===== config.mk =====
export PLATFORM = sky130hd
export DESIGN_NAME = balance_round_controller
export DESIGN_NICKNAME = d
export VERILOG_FILES = /design/src/rtl/balance_round_controller.sv
export SDC_FILE = /design/constraint.sdc
export NUM_CORES = 1
export LEC_CHECK = 0
export CAP_MARGIN = 10
export CORE_UTILIZATION = 30
export DETAILED_ROUTE_END_ITERATION = 16
export PLACE_DENSITY_LB_ADDON = 0.2
export REMOVE_ABC_BUFFERS = 1
export SLEW_MARGIN = 20
export SYNTH_ARGS = -nofsm -noshare
export SYNTH_HDL_FRONTEND = slang
export SYNTH_SLANG_ARGS = --single-unit

===== constraint.sdc =====
create_clock -name clock -period 5.4 [get_ports clock]
set_input_delay 0.81 -clock clock [delete_from_list [all_inputs] [get_ports clock]]
set_output_delay 0.81 -clock clock [all_outputs]
set_load 0.01 [all_outputs]

===== src/rtl/balance_round_controller.sv =====
// Timed two-lever balance game: captures nivel on nivel_locked, then plays NUM_ROUNDS rounds.
// Optional SCORE_LEVEL_WEIGHT_EN: a win scores nivel+1 points instead of 1.
module balance_round_controller #(
  parameter int NUM_ROUNDS      = 5,
  parameter int COUNTDOWN_TICKS = 3000,
  parameter int ROUND_TICKS     = 10000,
  parameter int ROUND_STEP      = 2000,
  parameter int HOLD_TICKS      = 500,
  parameter int TOL_BASE        = 4096,
  parameter int RESULT_TICKS    = 1000
) (
  input  logic        clock,
  input  logic        reset,
  input  logic        tick,
  input  logic        nivel_locked,
  input  logic [1:0]  nivel,
  input  logic [15:0] alavanca1,
  input  logic [15:0] alavanca2,
  output logic [2:0]  state,
  output logic        in_balance,
  output logic [15:0] time_left,
  output logic [3:0]  round_idx,
  output logic        round_won,
  output logic        round_lost,
  output logic [7:0]  score,
  output logic        game_over
);

  typedef enum logic [2:0] {
    S_IDLE      = 3'd0,
    S_COUNTDOWN = 3'd1,
    S_PLAY      = 3'd2,
    S_RESULT    = 3'd3,
    S_DONE      = 3'd4
  } state_t;

  localparam logic [15:0] COUNTDOWN_T = 16'(COUNTDOWN_TICKS);
  localparam logic [15:0] ROUND_T     = 16'(ROUND_TICKS);
  localparam logic [15:0] STEP_T      = 16'(ROUND_STEP);
  localparam logic [15:0] HOLD_T      = 16'(HOLD_TICKS);
  localparam logic [15:0] RESULT_T    = 16'(RESULT_TICKS);
  localparam logic [16:0] TOL0        = 17'(TOL_BASE);
  localparam logic [3:0]  LAST_ROUND  = 4'(NUM_ROUNDS - 1);

  state_t      state_q, state_d;
  logic [1:0]  nivel_q, nivel_d;
  logic [15:0] time_left_q, time_left_d;
  logic [3:0]  round_idx_q, round_idx_d;
  logic [7:0]  score_q, score_d;
  logic [15:0] hold_q, hold_d;
  logic        won_q, won_d;
  logic        lost_q, lost_d;
  logic        in_balance_q, in_balance_d;

  logic signed [16:0] diff;
  logic [16:0]        mag;
  logic [16:0]        tol;
  logic [15:0]        round_time;
  logic [15:0]        hold_inc;
  logic               win;
  logic [7:0]         points;
  logic [8:0]         score_sum;

  // Sign-extend to 17 bits so the difference and its magnitude never overflow.
  assign diff       = $signed({alavanca1[15], alavanca1}) - $signed({alavanca2[15], alavanca2});
  assign mag        = diff[16] ? $unsigned(-diff) : $unsigned(diff);
  assign tol        = TOL0 >> nivel_q;
  assign round_time = ROUND_T - STEP_T * {14'd0, nivel_q};
  assign hold_inc   = hold_q + 16'd1;
  assign win        = in_balance_q && (hold_inc == HOLD_T);

`ifdef SCORE_LEVEL_WEIGHT_EN
  assign points = {6'd0, nivel_q} + 8'd1;
`else
  assign points = 8'd1;
`endif

  assign score_sum = {1'b0, score_q} + {1'b0, points};

  always_comb begin
    state_d      = state_q;
    nivel_d      = nivel_q;
    time_left_d  = time_left_q;
    round_idx_d  = round_idx_q;
    score_d      = score_q;
    hold_d       = hold_q;
    won_d        = 1'b0;
    lost_d       = 1'b0;
    in_balance_d = (mag <= tol);

    case (state_q)
      S_IDLE: begin
        if (nivel_locked) begin
          nivel_d     = nivel;
          round_idx_d = 4'd0;
          score_d     = 8'd0;
          time_left_d = COUNTDOWN_T;
          state_d     = S_COUNTDOWN;
        end
      end
      S_COUNTDOWN: begin
        if (tick) begin
          if (time_left_q == 16'd1) begin
            state_d     = S_PLAY;
            time_left_d = round_time;
            hold_d      = 16'd0;
          end else begin
            time_left_d = time_left_q - 16'd1;
          end
        end
      end
      S_PLAY: begin
        // A win on the final tick of the round beats the timeout.
        if (tick) begin
          if (win) begin
            won_d       = 1'b1;
            score_d     = score_sum[8] ? 8'hFF : score_sum[7:0];
            state_d     = S_RESULT;
            time_left_d = RESULT_T;
          end else if (time_left_q == 16'd1) begin
            lost_d      = 1'b1;
            state_d     = S_RESULT;
            time_left_d = RESULT_T;
          end else begin
            hold_d      = in_balance_q ? hold_inc : 16'd0;
            time_left_d = time_left_q - 16'd1;
          end
        end
      end
      S_RESULT: begin
        if (tick) begin
          if (time_left_q == 16'd1) begin
            if (round_idx_q == LAST_ROUND) begin
              state_d     = S_DONE;
              time_left_d = 16'd0;
            end else begin
              round_idx_d = round_idx_q + 4'd1;
              state_d     = S_COUNTDOWN;
              time_left_d = COUNTDOWN_T;
            end
          end else begin
            time_left_d = time_left_q - 16'd1;
          end
        end
      end
      S_DONE: begin
        time_left_d = 16'd0;
      end
      default: begin
        state_d = S_IDLE;
      end
    endcase
  end

  always_ff @(posedge clock) begin
    if (reset) begin
      state_q      <= S_IDLE;
      nivel_q      <= 2'd0;
      time_left_q  <= 16'd0;
      round_idx_q  <= 4'd0;
      score_q      <= 8'd0;
      hold_q       <= 16'd0;
      won_q        <= 1'b0;
      lost_q       <= 1'b0;
      in_balance_q <= 1'b0;
    end else begin
      state_q      <= state_d;
      nivel_q      <= nivel_d;
      time_left_q  <= time_left_d;
      round_idx_q  <= round_idx_d;
      score_q      <= score_d;
      hold_q       <= hold_d;
      won_q        <= won_d;
      lost_q       <= lost_d;
      in_balance_q <= in_balance_d;
    end
  end

  assign state      = state_q;
  assign in_balance = in_balance_q;
  assign time_left  = time_left_q;
  assign round_idx  = round_idx_q;
  assign round_won  = won_q;
  assign round_lost = lost_q;
  assign score      = score_q;
  assign game_over  = (state_q == S_DONE);

endmodule


==> results of run 1 <==
==> flip-flops by register name (all words and copies together) (netlist names) <==
register and flops:
state 3, in_balance 1, round_idx 4, time_left 16, hold_q 16, nivel_q 2, round_won 1, round_lost 1
score 8
==> per-layer routing <==
metal  part of all wire  GRT usage  vias to the layer above
li1                   -          -                     2361
met1               0.50      0.215                     2177
met2               0.45      0.257                       85
met3              0.036     0.0231                       13
met4              0.014     0.0402                        0
met5                  0          0                        -
==> worst reg2reg max path: cells and delay by family (launching register included) <==
kind            cells  cell delay, ps
simple gates        4            1870
flops               1             440
compound gates      5            1240
==> kinds of logic (layout without fill, tap and decap cells) <==
family / count (synthesis) / count (layout) / synth area share
muxes: 5 / 5 / 0.0110
and+or+nand+nor: 259 / 259 / 0.296
xor gates and xnor gates: 34 / 34 / 0.0656
buffers and inverters: 64 / 126 / 0.0571
DFF: 52 / 52 / 0.229
AOI/OAI and AO/OA: 172 / 172 / 0.243
adders and majority gates: 35 / 35 / 0.0981
==> power groups by stage <==
stage	clock [W]	combinational, W	sequential [W]
4_1_cts	0.000389	0.000373	0.000413
6_report	0.000381	0.000374	0.000413
3_3_place_gp	0	0.000365	0.000422
5_1_grt	0.000406	0.000419	0.000416
2_1_floorplan	0	0.000247	0.000422
3_5_place_dp	0	0.000370	0.000422
==> worst max path at each step <==
stage / endpoint / startpoint / cells after the start / slack (ps)
2_1_floorplan: in_balance / alavanca2[7] / 15 / 800
3_3_place_gp: in_balance / alavanca1[0] / 18 / 200
3_5_place_dp: in_balance / alavanca1[0] / 18 / -80
4_1_cts: in_balance / alavanca1[0] / 18 / 220
5_1_grt: in_balance / alavanca1[0] / 18 / 20
6_report: in_balance / alavanca1[0] / 18 / 430
==> cell usage after synthesis (all sizes together), types with 11 or more instances <==
| library cell | count | area [µm²] |
|---|---|---|
| xnor2 | 19 | 166 |
| inv | 41 | 154 |
| dfxtp | 52 | 1040 |
| xor2 | 15 | 131 |
| and2 | 11 | 68.8 |
| clkbuf | 17 | 63.8 |
| nand2 | 45 | 169 |
| a211oi | 11 | 82.6 |
| nor3 | 14 | 81.3 |
| o21ai | 49 | 245 |
| nand3 | 28 | 140 |
| ha | 34 | 425 |
| a21oi | 48 | 240 |
| nor2 | 74 | 278 |
==> cell usage in the layout (no fill, tap or decap), types with 19 or more instances in the layout <==
master,n
nor2_1,74
clkdlybuf4s50_1,72
o21ai_0,40
a21oi_1,48
inv_1,41
xnor2_1,19
ha_1,34
nand2_1,45
nand3_1,28
dfxtp_1,52
==> final cells by class <==
| class | count | area, µm² |
|---|---|---|
| flip-flops and latches | 52 | 1040 |
| clock buffers | 5 | 125 |
| fillers | 1538 | 9040 |
| multi-input cells | 505 | 3250 |
| clock inverters | 3 | 46.3 |
| well taps | 184 | 230 |
| inverters | 41 | 154 |
| repair buffers | 77 | 758 |
==> metrics by stage <==
stage / cell area [µm²] / TNS [ps] / hold WS [ps] / setup WS, ps / util
2_1_floorplan: 4430 / 0 / 458 / 800 / -
3_3_place_gp: 5420 / 0 / 487 / 202 / 0.370
3_5_place_dp: 5420 / -83.8 / 496 / -83.8 / 0.370
4_1_cts: 5590 / 0 / 508 / 216 / 0.382
5_1_grt: 5600 / 0 / 534 / 15.4 / 0.383
6_report: 5600 / 0 / 508 / 427 / 0.383
==> repair_timing <==
item,in CTS,in global routing
resized for setup,0,3
setup endpoints to repair,0,1
hold buffers,0,0
==> impl_metrics.toml, run 1 <==
[worst_setup_path]
reg2reg_depth = 9
critPathLaunchType = "input pin"
worstSetupEndpointType = "flip-flop"
reg2reg_to = "hold_q[10]"
path_max_fanout = 5
cp_data_arrival_time_ps = 5220
required_ps = 5650
crit_chain = "clkdlybuf4s50_1 -> inv_1 -> ha_1 -> fa_1 -> nor2b_1 -> o221ai_1 -> a21oi_1 -> xnor2_1 -> o21ai_1 -> or3_1 -> o21ai_0 -> xnor2_1 -> ha_1 -> nand3_1 -> nor4_2 -> nand4b_1 -> a2111oi_1 -> o221a_2"
crit_buf_inv = 2
reg2reg_from = "hold_q[4]"
critical_path_class = "input pin to flip-flop"
reg2reg_setup_slack_ps = 1770
critical-path-top-delay-family = "compound AO/OA/AOI/OAI gates"
cpMaxStageDelayCell = "clkdlybuf4s50_1"
crit_path_max_incr_delay_ps = 460

[final_layout]
stdcell_count = 867
layout.nets = 755
drive_gt1_frac = 0.0483
antenna_cells = 0
area_delta_synth_final_pct = 23.4

[floorplan]
core_area_um2 = 14600
dieArea_um2 = 15600
fp.dieH_um = 125
die_w_um = 125
row_count = 44
start_util = 0.310
pin_count = 73

[yosys]
synth-seq-area-share = 0.229
async_flop_share = 0
syn_avg_cell_area_um2 = 7.31
syn_area_um2 = 4540
ys_seq_elements = 52
synth-edff-count = 0
synthFlopType = "dfxtp_1"
syn_inst = 621
yosys_warnings = 0
synthDistinctLibCells = 66

[cts]
cts_max_path_buffers = 2
path_clk_slew_ps = 70
clk_latency_ps = 300
cts_tree = "yes"
cts_num_sinks = 52
htreeDepth = 2
post_cts_buffers = 0
cts_root_buffer = "clkbuf_16"
cts_buffers = 5

[global_route]
grt-ovfl-total = 0
grt_use_total = 0.157
grt_pass1_vias = 4365
grt_max_degree = 30
grt_pass1_wl_mm = 20.7
antenna_found_initial = 0

[place]
gp_congestion = 0.833
hpwl_mm = 9.18
placed_cells = 859
io_buffers = 72

[pwr]
pwr-share-seq = 0.354
intPower_w = 0.000789
cellLeakagePower_nw = 2.14
total_power_w = 0.00117
p_switching_w = 0.000379
power_density_nw_per_um2 = 209
switching_share = 0.325
power_frac_comb = 0.320
ir_drop_uv = 118
clock_power_share = 0.326

[sta]
rsz0062_at_grt = "false"
tightest_slew_ps = 847
setup_viol = 0
layout_worst_path_cycle_share = 0.921
fmax_mhz = 201
skew_ps = 5.42
drv_slew = 0
fin_crit_ps = 4970
finalHoldViolCount = 0
max-slew-margin-rel = 0.427

[detailed_routing]
vias = 4636
drt_iter0_markers = 392
routed_wl_mm = 12.1
final_antenna_net_count = 0
drt_first_pass_iters = 13
drc = 4
post_drt_wl_per_cell_um = 13.9
via_per_inst = 5.35

[worst_hold_path]
min_path_cells = 2
min-delay-start = "time_left[14]"
hold_path_class = "flip-flop to flip-flop"
holdPathEnd = "time_left[14]"

[status]
status = "finished with violations"
violations = "design-rule violations"

[flow_run]
drv_cap = 0
Note: power is estimated with default switching activity, not from simulation.
==> run 2: changes to the inputs <==
- CAP_MARGIN: 10 -> not set
==> results of run 2 <==
The final DEF is identical to that of run 1; final timing and power are the same.
==> run 3: changes to the inputs <==
- CORE_ASPECT_RATIO: not set -> 1.1
==> impl_metrics.toml, run 3 (same netlist as run 1, synthesis figures left out) <==
[cts]
post_cts_buffers = 0
cts_root_buffer = "clkbuf_16"
cts_tree = "yes"
cts_resized = 0
cts_buffers = 5
cts_num_sinks = 52
clk_latency_ps = 290
ctsHoldBuffers = 0
path_clk_slew_ps = 70
cts_max_path_buffers = 2
htreeDepth = 2

[detailed_routing]
via_per_inst = 5.19
final_antenna_net_count = 0
drt_iter0_markers = 247
post_drt_wl_per_cell_um = 13.6
drt_first_pass_iters = 4
vias = 4537
routed_wl_mm = 11.9
drc = 0

[worst_setup_path]
cp_data_arrival_time_ps = 5200
crit_buf_inv = 2
reg2reg_from = "hold_q[4]"
cpMaxStageDelayCell = "clkdlybuf4s50_1"
required_ps = 5640
reg2reg_depth = 9
worstSetupStartpoint = "alavanca1[0]"
crit_chain = "clkdlybuf4s50_1 -> inv_1 -> ha_1 -> fa_1 -> nor2b_1 -> o221ai_1 -> a21oi_2 -> xnor2_1 -> o21ai_0 -> or3_1 -> and2_1 -> xor2_1 -> ha_1 -> nand3_1 -> nor4_2 -> nand4b_1 -> a2111oi_0 -> o221a_2"
path_max_fanout = 5
critical_path_class = "input pin to flip-flop"
worstSetupEndpointType = "flip-flop"
reg2reg_setup_slack_ps = 1730
critical-path-top-delay-family = "compound AO/OA/AOI/OAI gates"
critical_path.most_common_cell = "ha_1"
crit_path_max_incr_delay_ps = 450
critPathLaunchType = "input pin"
reg2reg_to = "hold_q[10]"

[pwr]
cellLeakagePower_nw = 2.14
power_density_nw_per_um2 = 205
intPower_w = 0.000787
ir_drop_uv = 111
p_switching_w = 0.000363
switching_share = 0.316
pwr-share-seq = 0.360
power_frac_comb = 0.322
clock_power_share = 0.319

[place]
hpwl_mm = 9.09
io_buffers = 72
gp_congestion = 0.796
post_dp_cell_area_um2 = 5430
placed_cells = 867

[final_layout]
area_delta_synth_final_pct = 23.6
antenna_cells = 0
mostFrequentLayoutCell = "nor2_1"
drive_gt1_frac = 0.0498
stdcell_count = 875
multi_input_area_um2 = 3250
fillCellCount = 1561
final_area_um2 = 5610
register_area_um2 = 1040
utilization = 0.384
final_cell_mix = "74 x nor2_1, 72 x clkdlybuf4s50_1, 52 x dfxtp_1"
layout.nets = 755

[sta]
rsz0062_at_grt = "false"
tightest_slew_ps = 780
fin_crit_ps = 4960
finalHoldViolCount = 0
fmax_mhz = 202
max-slew-margin-rel = 0.475
skew_ps = 6.97
setup_viol = 0
drv_slew = 0
finalHoldWorstSlack_ps = 494
layout_worst_path_cycle_share = 0.919
finalSetupTns_ps = 0

[global_route]
grt-ovfl-total = 0
grt_pass1_vias = 4201
grt_pass1_wl_mm = 19.6
antenna_found_initial = 0
grt_use_total = 0.151
grt_max_degree = 37

[worst_hold_path]
min-delay-start = "hold_q[14]"
min_path_cells = 1
hold_path_class = "flip-flop to flip-flop"
holdPathEnd = "hold_q[14]"

[floorplan]
pin_count = 73
dieArea_um2 = 15600
start_util = 0.311
row_count = 46
die_w_um = 119
fp.dieH_um = 131
core_area_um2 = 14600

[flow_run]
drv_cap = 0

[status]
status = "finished, final reports clean"
[run 3: changes by cell type in the layout (fill, tap and decap cells not counted)]
cell,delta
o21ai_1,-1
a2111oi_0,+1
a21oi_1,-1
inv_6,-1
o21ai_0,+1
a2111oi_1,-1
a21oi_2,+1
clkinv_2,+1
[run 3: worst max-delay path by stage]
stage | end | slack (ps) | depth (start not counted)
after floorplan | in_balance | 800 | 15
after global placement | in_balance | 200 | 18
after detailed placement | in_balance | 50 | 18
after CTS | in_balance | 340 | 18
after global routing | in_balance | 20 | 18
final | in_balance | 440 | 18
[run 3: layout make-up]
| class | count | area share |
|---|---|---|
| Clock buffer | 5 | 0.0223 |
| Clock inverter | 3 | 0.00758 |
| Inverter | 41 | 0.0274 |
| Multi-Input combinational cell | 505 | 0.579 |
| Sequential cell | 52 | 0.186 |
| Tap cell | 192 | 0.0428 |
| Timing Repair Buffer | 77 | 0.135 |
[run 3: per-layer routing]
metal  vias to the layer above  track usage  share of wire
met3                         8       0.0260          0.051
met1                      2071        0.186           0.46
met5                         -            0              0
met4                         0       0.0320         0.0077
li1                       2353            -              -
met2                       105        0.276           0.48
[run 3: metrics by stage]
stage / setup WS [ps] / power, W
floorplan: 800 / 0.000669
global placement: 202 / 0.000785
detailed placement: 51.1 / 0.000790
CTS: 337 / 0.00116
global route: 17.8 / 0.00122
finish: 440 / 0.00115
[run 3: power groups by stage]
stage / clock network, W / registers (W) / logic (W)
floorplan: 0 / 0.000422 / 0.000247
global placement: 0 / 0.000422 / 0.000363
detailed placement: 0 / 0.000422 / 0.000368
CTS: 0.000373 / 0.000413 / 0.000370
global route: 0.000387 / 0.000416 / 0.000414
finish: 0.000367 / 0.000413 / 0.000370
